## src/rtl/uart_rx_frontend.sv

```systemverilog
// UART 8N1 receive front end: synchronizes rx, frames bytes LSB first, and keeps
// a rolling word of the last four good bytes for the debug/bench readers.
module uart_rx_frontend #(
  parameter int CLKS_PER_BIT = 16,
  parameter int DATA_BITS    = 8
) (
  input  logic        clk,
  input  logic        reset,
  input  logic        rx,
  output logic [7:0]  rx_data,
  output logic        rx_valid,
  output logic [31:0] rx_check,
  output logic        frame_err,
  output logic        busy
);

  localparam int CW = $clog2(CLKS_PER_BIT);
  localparam logic [CW-1:0] HALF_LAST = CW'(CLKS_PER_BIT / 2 - 1);
  localparam logic [CW-1:0] BIT_LAST  = CW'(CLKS_PER_BIT - 1);
  localparam logic [2:0]    IDX_LAST  = 3'(DATA_BITS - 1);

  typedef enum logic [2:0] {
    IDLE,
    START,
    DATA,
    STOP,
    BREAK
  } state_t;

  state_t               state, state_next;
  logic [1:0]           sync;
  logic                 rxs;
  logic [CW-1:0]        cnt, cnt_next;
  logic [2:0]           idx, idx_next;
  logic [DATA_BITS-1:0] shifter, shift_next;
  logic                 good_frame, bad_frame;

  assign rxs  = sync[1];
  assign busy = (state != IDLE);

  always_ff @(posedge clk) begin
    if (reset) begin
      sync      <= 2'b11;
      state     <= IDLE;
      cnt       <= '0;
      idx       <= '0;
      shifter   <= '0;
      rx_data   <= '0;
      rx_check  <= '0;
      rx_valid  <= 1'b0;
      frame_err <= 1'b0;
    end else begin
      sync      <= {sync[0], rx};
      state     <= state_next;
      cnt       <= cnt_next;
      idx       <= idx_next;
      shifter   <= shift_next;
      rx_valid  <= good_frame;
      frame_err <= bad_frame;
      if (good_frame) begin
        rx_data  <= shifter;
        rx_check <= {rx_check[23:0], shifter};
      end
    end
  end

  // Counter is cleared explicitly at every sample point so non-power-of-two
  // bit times still land on the right cycle.
  always_comb begin
    state_next = state;
    cnt_next   = cnt + CW'(1);
    idx_next   = idx;
    shift_next = shifter;
    good_frame = 1'b0;
    bad_frame  = 1'b0;
    case (state)
      IDLE: begin
        cnt_next = '0;
        if (!rxs) state_next = START;
      end
      START: begin
        if (cnt == HALF_LAST) begin
          cnt_next   = '0;
          idx_next   = '0;
          state_next = rxs ? IDLE : DATA;
        end
      end
      DATA: begin
        if (cnt == BIT_LAST) begin
          cnt_next   = '0;
          shift_next = {rxs, shifter[DATA_BITS-1:1]};
          if (idx == IDX_LAST) state_next = STOP;
          else                 idx_next   = idx + 3'd1;
        end
      end
      STOP: begin
        if (cnt == BIT_LAST) begin
          cnt_next = '0;
          if (rxs) begin
            good_frame = 1'b1;
            state_next = IDLE;
          end else begin
            bad_frame  = 1'b1;
            state_next = BREAK;
          end
        end
      end
      BREAK: begin
        cnt_next = '0;
        if (rxs) state_next = IDLE;
      end
      default: state_next = IDLE;
    endcase
  end

endmodule

```

## config.mk

```make
export PLATFORM = sky130hd
export DESIGN_NAME = uart_rx_frontend
export DESIGN_NICKNAME = d
export VERILOG_FILES = /design/src/rtl/uart_rx_frontend.sv
export SDC_FILE = /design/constraint.sdc
export NUM_CORES = 1
export LEC_CHECK = 0
export BUFFER_PORTS_ARGS = -buffer_cell sky130_fd_sc_hd__buf_2
export CORE_ASPECT_RATIO = 0.8
export CORE_MARGIN = 5
export CORE_UTILIZATION = 54
export CTS_CLUSTER_SIZE = 14
export DETAILED_ROUTE_END_ITERATION = 6
export GPL_TIMING_DRIVEN = 0
export MAX_ROUTING_LAYER = met4
export PLACE_DENSITY = 0.78
export SLEW_MARGIN = 20
export SYNTH_ARGS = -nofsm -noshare
export SYNTH_HDL_FRONTEND = slang
export SYNTH_SLANG_ARGS = --single-unit
```

## constraint.sdc

```tcl
create_clock -name clk -period 2 [get_ports clk]
set_input_delay 0.4 -clock clk [delete_from_list [all_inputs] [get_ports clk]]
set_output_delay 0.4 -clock clk [all_outputs]
set_load 0.01 [all_outputs]
```

==> flow_metrics.py, run 1 <==
metrics = {
    "run_status": {
        "run_status": "finished clean",
    },
    "timing": {
        "hold_slack_ps": 273,
        "finalHoldViolations": 0,
        "maxSlewHeadroom_pct": 58.6,
        "fin_skew_ps": 2.98,
        "setup_violations": 0,
        "slew_viol_final": 0,
        "max_freq_mhz": 544,
        "setup_slack_ps": 161,
        "period_share_pct": 92.0,
        "setup_tns_ps": 0,
        "worst_pin_slew_ps": 612,
        "layout_min_cycle_time_ps": 1840,
        "rsz0062_at_grt": "false",
    },
    "die": {
        "die_area_sq_um": 5790,
        "rows": 21,
        "start_util_pct": 56.0,
        "coreArea_sq_um": 4200,
        "chipHeight_um": 69.1,
        "chipWidth_um": 83.8,
        "num_io_pins": 46,
    },
    "clocking": {
        "clk_path_buf_depth": 2,
        "ctsResizeCount": 0,
        "clk_latency_ps": 300,
        "hold_buffers": 0,
        "htreeDepth": 2,
        "cts_buffers": 5,
        "postCtsSetupBuffers": 0,
        "clock_sink_count": 54,
        "clk_pin_slew_ps": 90,
        "cts_tree": "done",
        "root_buffer": "clkbuf_8",
    },
    "final_layout": {
        "n_fill_cell": 378,
        "num_antenna_cells": 0,
        "utilization_pct": 64.8,
        "area_delta_synth_final_pct": 15.8,
        "drive_above_1_share_pct": 25.8,
        "multi_input_area_sq_um": 1100,
        "nets": 289,
        "stdcell_count": 340,
        "regArea_sq_um": 1080,
    },
    "synth": {
        "yosysUniqueCellTypes": 34,
        "syn_avg_cell_area_sq_um": 10.1,
        "synth_top_cell_by_area": "dfxtp_1",
        "synth_nets": 238,
        "synth_area_leaders": "dfxtp_1, mux2i_1, nand2b_1",
        "syn_area_sq_um": 2350,
        "ys_seq_area_share_pct": 45.9,
        "synth_edf_count": 0,
        "synth_seq_cells": 54,
        "syn_inst": 232,
        "synth_top_area_share_pct": 45.9,
        "yosys_warnings": 0,
        "synthFlopType": "dfxtp_1",
        "synthArstFlopShare_pct": 0,
    },
    "grt": {
        "grt_util_all_layers_pct": 16.8,
        "globalRouteOverflowTotal": 0,
        "antenna_found_initial": 0,
        "grt_pass1_vias": 1619,
        "grt_pass1_wl_um": 7780,
        "grt_max_degree": 16,
    },
    "hold_path": {
        "min_path_type": "input port to flip-flop",
    },
    "critical_path": {
        "required_ps": 1600,
        "crit_path_start_kind": "flip-flop",
        "r2r_setup_slack_ps": 210,
        "slowest_stage": "or3_1",
        "crit_chain": "clkbuf_1, or3_1, buf_2",
        "cp_max_fo": 10,
        "end_kind": "output port",
        "arrival_ps": 1440,
        "crit_type": "flip-flop to output port",
        "slowest_delay_ps": 390,
    },
    "routing": {
        "wl_per_cell_um": 13.3,
        "route.detailed.drc": 0,
        "ant_nets": 0,
        "drt-total-wl_um": 4520,
        "viasPerCell": 5.06,
        "firstDrtPassIters": 4,
        "drt_iter0_markers": 81,
        "vias": 1722,
    },
    "power_and_ir_drop": {
        "power_leakage_nw": 1.16,
        "p_int_mw": 1.34,
        "power.switching_mw": 0.366,
        "power_switching_share_pct": 21.4,
        "power.density_nw_per_um2": 627,
        "ir_drop_uv": 516,
        "comb_power_share_pct": 3.3,
        "power.share.clock_pct": 33.4,
        "pwr-share-seq_pct": 63.2,
    },
    "place": {
        "numPortBuffers": 44,
        "post-dp-hpwl_um": 3250,
        "post-place-cells": 333,
        "place_ws_ps": 213,
        "gp_congestion": 0.812,
    },
    "job": {
        "cap_violations": 0,
    },
}
==> cell families after synthesis <==
| kind of cell | share of synthesized area [%] |
|---|---|
| mux | 14.9 |
| buf+inv | 7.28 |
| simple gates | 23.0 |
| compound gates | 6.59 |
| fa+ha+maj | 1.60 |
| xor+xnor | 0.744 |
| flops | 45.9 |
==> worst paths after layout <==
check / start / to / cells after the start
setup / recovery: state[2] / busy / 3
hold / removal: rx / sync[0] / 2
setup reg to reg: cnt[0] / rx_check[20] / 6
hold reg to reg: sync[0] / sync[1] / 1
==> critical path: cells and delay by family (launching register included) <==
kind          cells  cell delay [ps]
flops             1              380
buf+inv           2              370
simple gates      1              390
==> power by group through the flow <==
stage	Combinational, mW	Clock, mW	Sequential (mW)
2_1_floorplan	0.0420	0	1.11
3_3_place_gp	0.0564	0	1.11
3_5_place_dp	0.0572	0	1.11
4_1_cts	0.0572	0.592	1.08
5_1_grt	0.0635	0.629	1.08
6_report	0.0568	0.572	1.08
==> registers in the layout, indices dropped and copies added (netlist names) <==
signal,flops
rx_check,25
rx_data,7
frame_err,1
sync,2
shifter,8
state,3
rx_valid,1
idx,3
cnt,4
==> cell usage in the layout, fill, tap and decap left out, types with 2 or more instances in the layout <==
cell and n:
nand2b_1 45, nor2_1 4, a211oi_1 2, a21oi_1 11, nand3_1 9, or3_1 2
ha_1 3, or2_2 3, nand2_1 6, mux2i_1 35, nand4bb_1 2, clkbuf_8 5
buf_6 3, xnor2_1 2, o21ai_0 8, nor4b_1 2, a2111oi_0 2, nor3_1 3
clkbuf_1 10, buf_2 46, buf_4 12, dfxtp_1 54
==> per-stage QoR <==
| stage | power, mW | area (sq um) |
|---|---|---|
| after floorplan | 1.15 | 2350 |
| after global placement | 1.16 | 2650 |
| after detailed placement | 1.16 | 2650 |
| after CTS | 1.73 | 2730 |
| after global routing | 1.77 | 2730 |
| final | 1.71 | 2730 |
==> cell type report <==
class                           count  area share, %
Multi-Input combinational cell    151           40.4
Sequential cell                    54           39.7
Timing Repair Buffer               44           8.08
Buffer                             26           6.15
Clock buffer                        6           2.66
Tap cell                           57           2.62
Clock inverter                      1          0.275
Inverter                            1          0.138
==> routing by layer <==
| metal | vias to the layer above | GRT usage, % | routed length, um |
|---|---|---|---|
| li1 | 897 | - | - |
| met2 | 36 | 24.2 | 1910 |
| met5 | - | - | 0 |
| met1 | 782 | 23.4 | 2320 |
| met4 | 0 | 5.36 | 62 |
| met3 | 7 | 3.93 | 227 |
==> cells in the mapped netlist, types with 3 or more instances <==
cell and n:
buf_6 3, clkbuf_1 9, o21ai_0 8, nand2_1 6
or2_2 3, nor2_1 4, a21oi_1 11, nor3_1 3
nand2b_1 45, ha_1 3, dfxtp_1 54, nand3_1 9
mux2i_1 35, buf_4 12
Power figures use the tool's default switching activity.
==> run 2: changes to the inputs <==
--- a/config.mk
+++ b/config.mk
@@ -5,15 +5,15 @@
 export SDC_FILE = /design/constraint.sdc
 export NUM_CORES = 1
 export LEC_CHECK = 0
-export BUFFER_PORTS_ARGS = -buffer_cell sky130_fd_sc_hd__buf_2
 export CORE_ASPECT_RATIO = 0.8
 export CORE_MARGIN = 5
-export CORE_UTILIZATION = 54
+export CORE_UTILIZATION = 60
 export CTS_CLUSTER_SIZE = 14
 export DETAILED_ROUTE_END_ITERATION = 6
+export DONT_BUFFER_PORTS = 1
 export GPL_TIMING_DRIVEN = 0
 export MAX_ROUTING_LAYER = met4
-export PLACE_DENSITY = 0.78
+export PLACE_DENSITY = 0.76
 export SLEW_MARGIN = 20
 export SYNTH_ARGS = -nofsm -noshare
 export SYNTH_HDL_FRONTEND = slang
==> run 2 against run 1 <==
- sequential share of layout area grew 3.1 points
- critical path depth shrank 1
- hold slack lost 79 ps
- flip-flop and latch count is the same
- non-clock buffer count shrank 44
- maximum frequency grew 2.2%
==> flow_metrics.py, run 2 (synthesized netlist as in run 1, its figures left out) <==
metrics = {
    "critical_path": {
        "cp_max_fo": 10,
        "required_ps": 1600,
        "crit_type": "flip-flop to output port",
        "crit_chain": "clkbuf_1, or3_1",
        "path_delay_family": "simple AND/OR/NAND/NOR gates",
        "slowest_delay_ps": 470,
        "crit_path_start": "state[2]",
        "r2r_start": "cnt[0]",
        "arrival_ps": 1400,
        "crit_path_start_kind": "flip-flop",
        "rr_worst_depth": 6,
        "path_buf_inv": 1,
        "r2r_setup_slack_ps": 210,
        "end_kind": "output port",
        "slowest_stage": "or3_1",
        "worst-path-stages": 2,
        "r2r-end": "rx_data[0]",
    },
    "power_and_ir_drop": {
        "ir_drop_uv": 439,
        "power_leakage_nw": 0.933,
        "power.density_nw_per_um2": 732,
    },
    "place": {
        "place_area_sq_um": 2420,
        "numPortBuffers": 0,
        "post-dp-hpwl_um": 3140,
        "post-place-cells": 287,
        "place_ws_ps": 227,
        "gp_congestion": 0.822,
    },
    "die": {
        "coreArea_sq_um": 3800,
        "chipHeight_um": 66.0,
        "chipWidth_um": 80.0,
        "die_area_sq_um": 5280,
        "rows": 20,
        "start_util_pct": 61.9,
        "num_io_pins": 46,
    },
    "final_layout": {
        "largestRegisters": "rx_check (25), shifter (8), rx_data (7)",
        "largest_register_ffs": 25,
        "nets": 245,
        "layout_common_cells": "dfxtp_1, nand2b_1, mux2i_1",
        "area_delta_synth_final_pct": 7.44,
        "n_fill_cell": 326,
        "drive_above_1_share_pct": 12.1,
        "regMostFlops": "rx_check",
        "mostFrequentLayoutCell": "dfxtp_1",
        "stdcell_count": 295,
        "fin_area_sq_um": 2530,
        "num_antenna_cells": 0,
    },
    "timing": {
        "setup_violations": 0,
        "rsz0062_at_grt": "false",
        "fin_skew_ps": 3.43,
        "setup_tns_ps": 0,
        "maxSlewHeadroom_pct": 52.4,
        "layout_min_cycle_time_ps": 1800,
        "worst_pin_slew_ps": 704,
        "slew_viol_final": 0,
        "finalHoldViolations": 0,
        "period_share_pct": 90.0,
        "setup_slack_ps": 200,
        "max_freq_mhz": 556,
    },
    "job": {
        "cap_violations": 0,
    },
    "grt": {
        "grt_util_all_layers_pct": 18.7,
        "grt_max_degree": 16,
        "antenna_found_initial": 0,
        "grt_pass1_vias": 1549,
        "grt_pass1_wl_um": 7420,
        "globalRouteOverflowTotal": 0,
    },
    "clocking": {
        "clk_latency_ps": 300,
        "ctsResizeCount": 0,
        "cts_buffers": 5,
        "htreeDepth": 2,
        "clk_path_buf_depth": 2,
        "root_buffer": "clkbuf_8",
        "postCtsSetupBuffers": 0,
        "clock_sink_count": 54,
        "clk_pin_slew_ps": 90,
        "hold_buffers": 0,
        "cts_tree": "done",
    },
    "routing": {
        "drt-total-wl_um": 4550,
        "ant_nets": 0,
        "wl_per_cell_um": 15.4,
        "route.detailed.drc": 0,
        "vias": 1593,
        "firstDrtPassIters": 4,
        "drt_iter0_markers": 81,
        "viasPerCell": 5.40,
    },
    "hold_path": {
        "hold_end": "sync[0]",
        "hold_depth": 1,
        "hp-start": "rx",
        "min_path_type": "input port to flip-flop",
    },
    "run_status": {
        "run_status": "finished clean",
    },
}
==> run 2: layout make-up <==
cell class	count	area, sq um	area share (%)
buffer	26	168	6.63
clock buffer	7	76.3	3.02
clock inverter	1	30.0	1.19
inverter	1	3.75	0.148
multi-input combinational	151	1100	43.5
sequential	54	1080	42.8
tap	55	68.8	2.72
==> run 2: worst reg2reg max path, stage by stage, from the launching register on <==
cell	delay (ps)
dfxtp_1	370
ha_1	150
buf_4	160
nand4_4	190
nor3_4	390
buf_6	240
mux2i_1	220
==> run 2: how the worst max path moves through the flow <==
stage / endpoint / slack [ps]
after floorplan: rx_check[10] / 470
after global placement: rx_check[22] / 250
after detailed placement: rx_check[24] / 230
after CTS: busy / 200
after global routing: rx_check[27] / 60
final: busy / 200
==> run 2: power by group <==
part	leakage (nW)	internal [mW]	switching [mW]	total (mW)
clock	0.0524	0.375	0.340	0.715
combinational	0.445	0.0234	0.0325	0.0558
sequential	0.435	1.08	0.00287	1.08
total	0.933	1.48	0.375	1.85
==> run 2: through the flow <==
step	total power [mW]	util, %	hold WS, ps
finish	1.85	66.5	194
global route	1.92	66.5	183
floorplan	1.15	-	389
global placement	1.16	63.7	394
detailed placement	1.16	63.7	394
CTS	1.86	66.5	185
==> run 2: per-layer routing <==
metal | up-vias | share of wire, % | global-route usage [%]
met5 | - | 0 | -
met4 | 0 | 1.1 | 6.54
met3 | 5 | 7.6 | 5.99
met2 | 44 | 42 | 26.2
met1 | 735 | 49 | 25.3
li1 | 809 | - | -
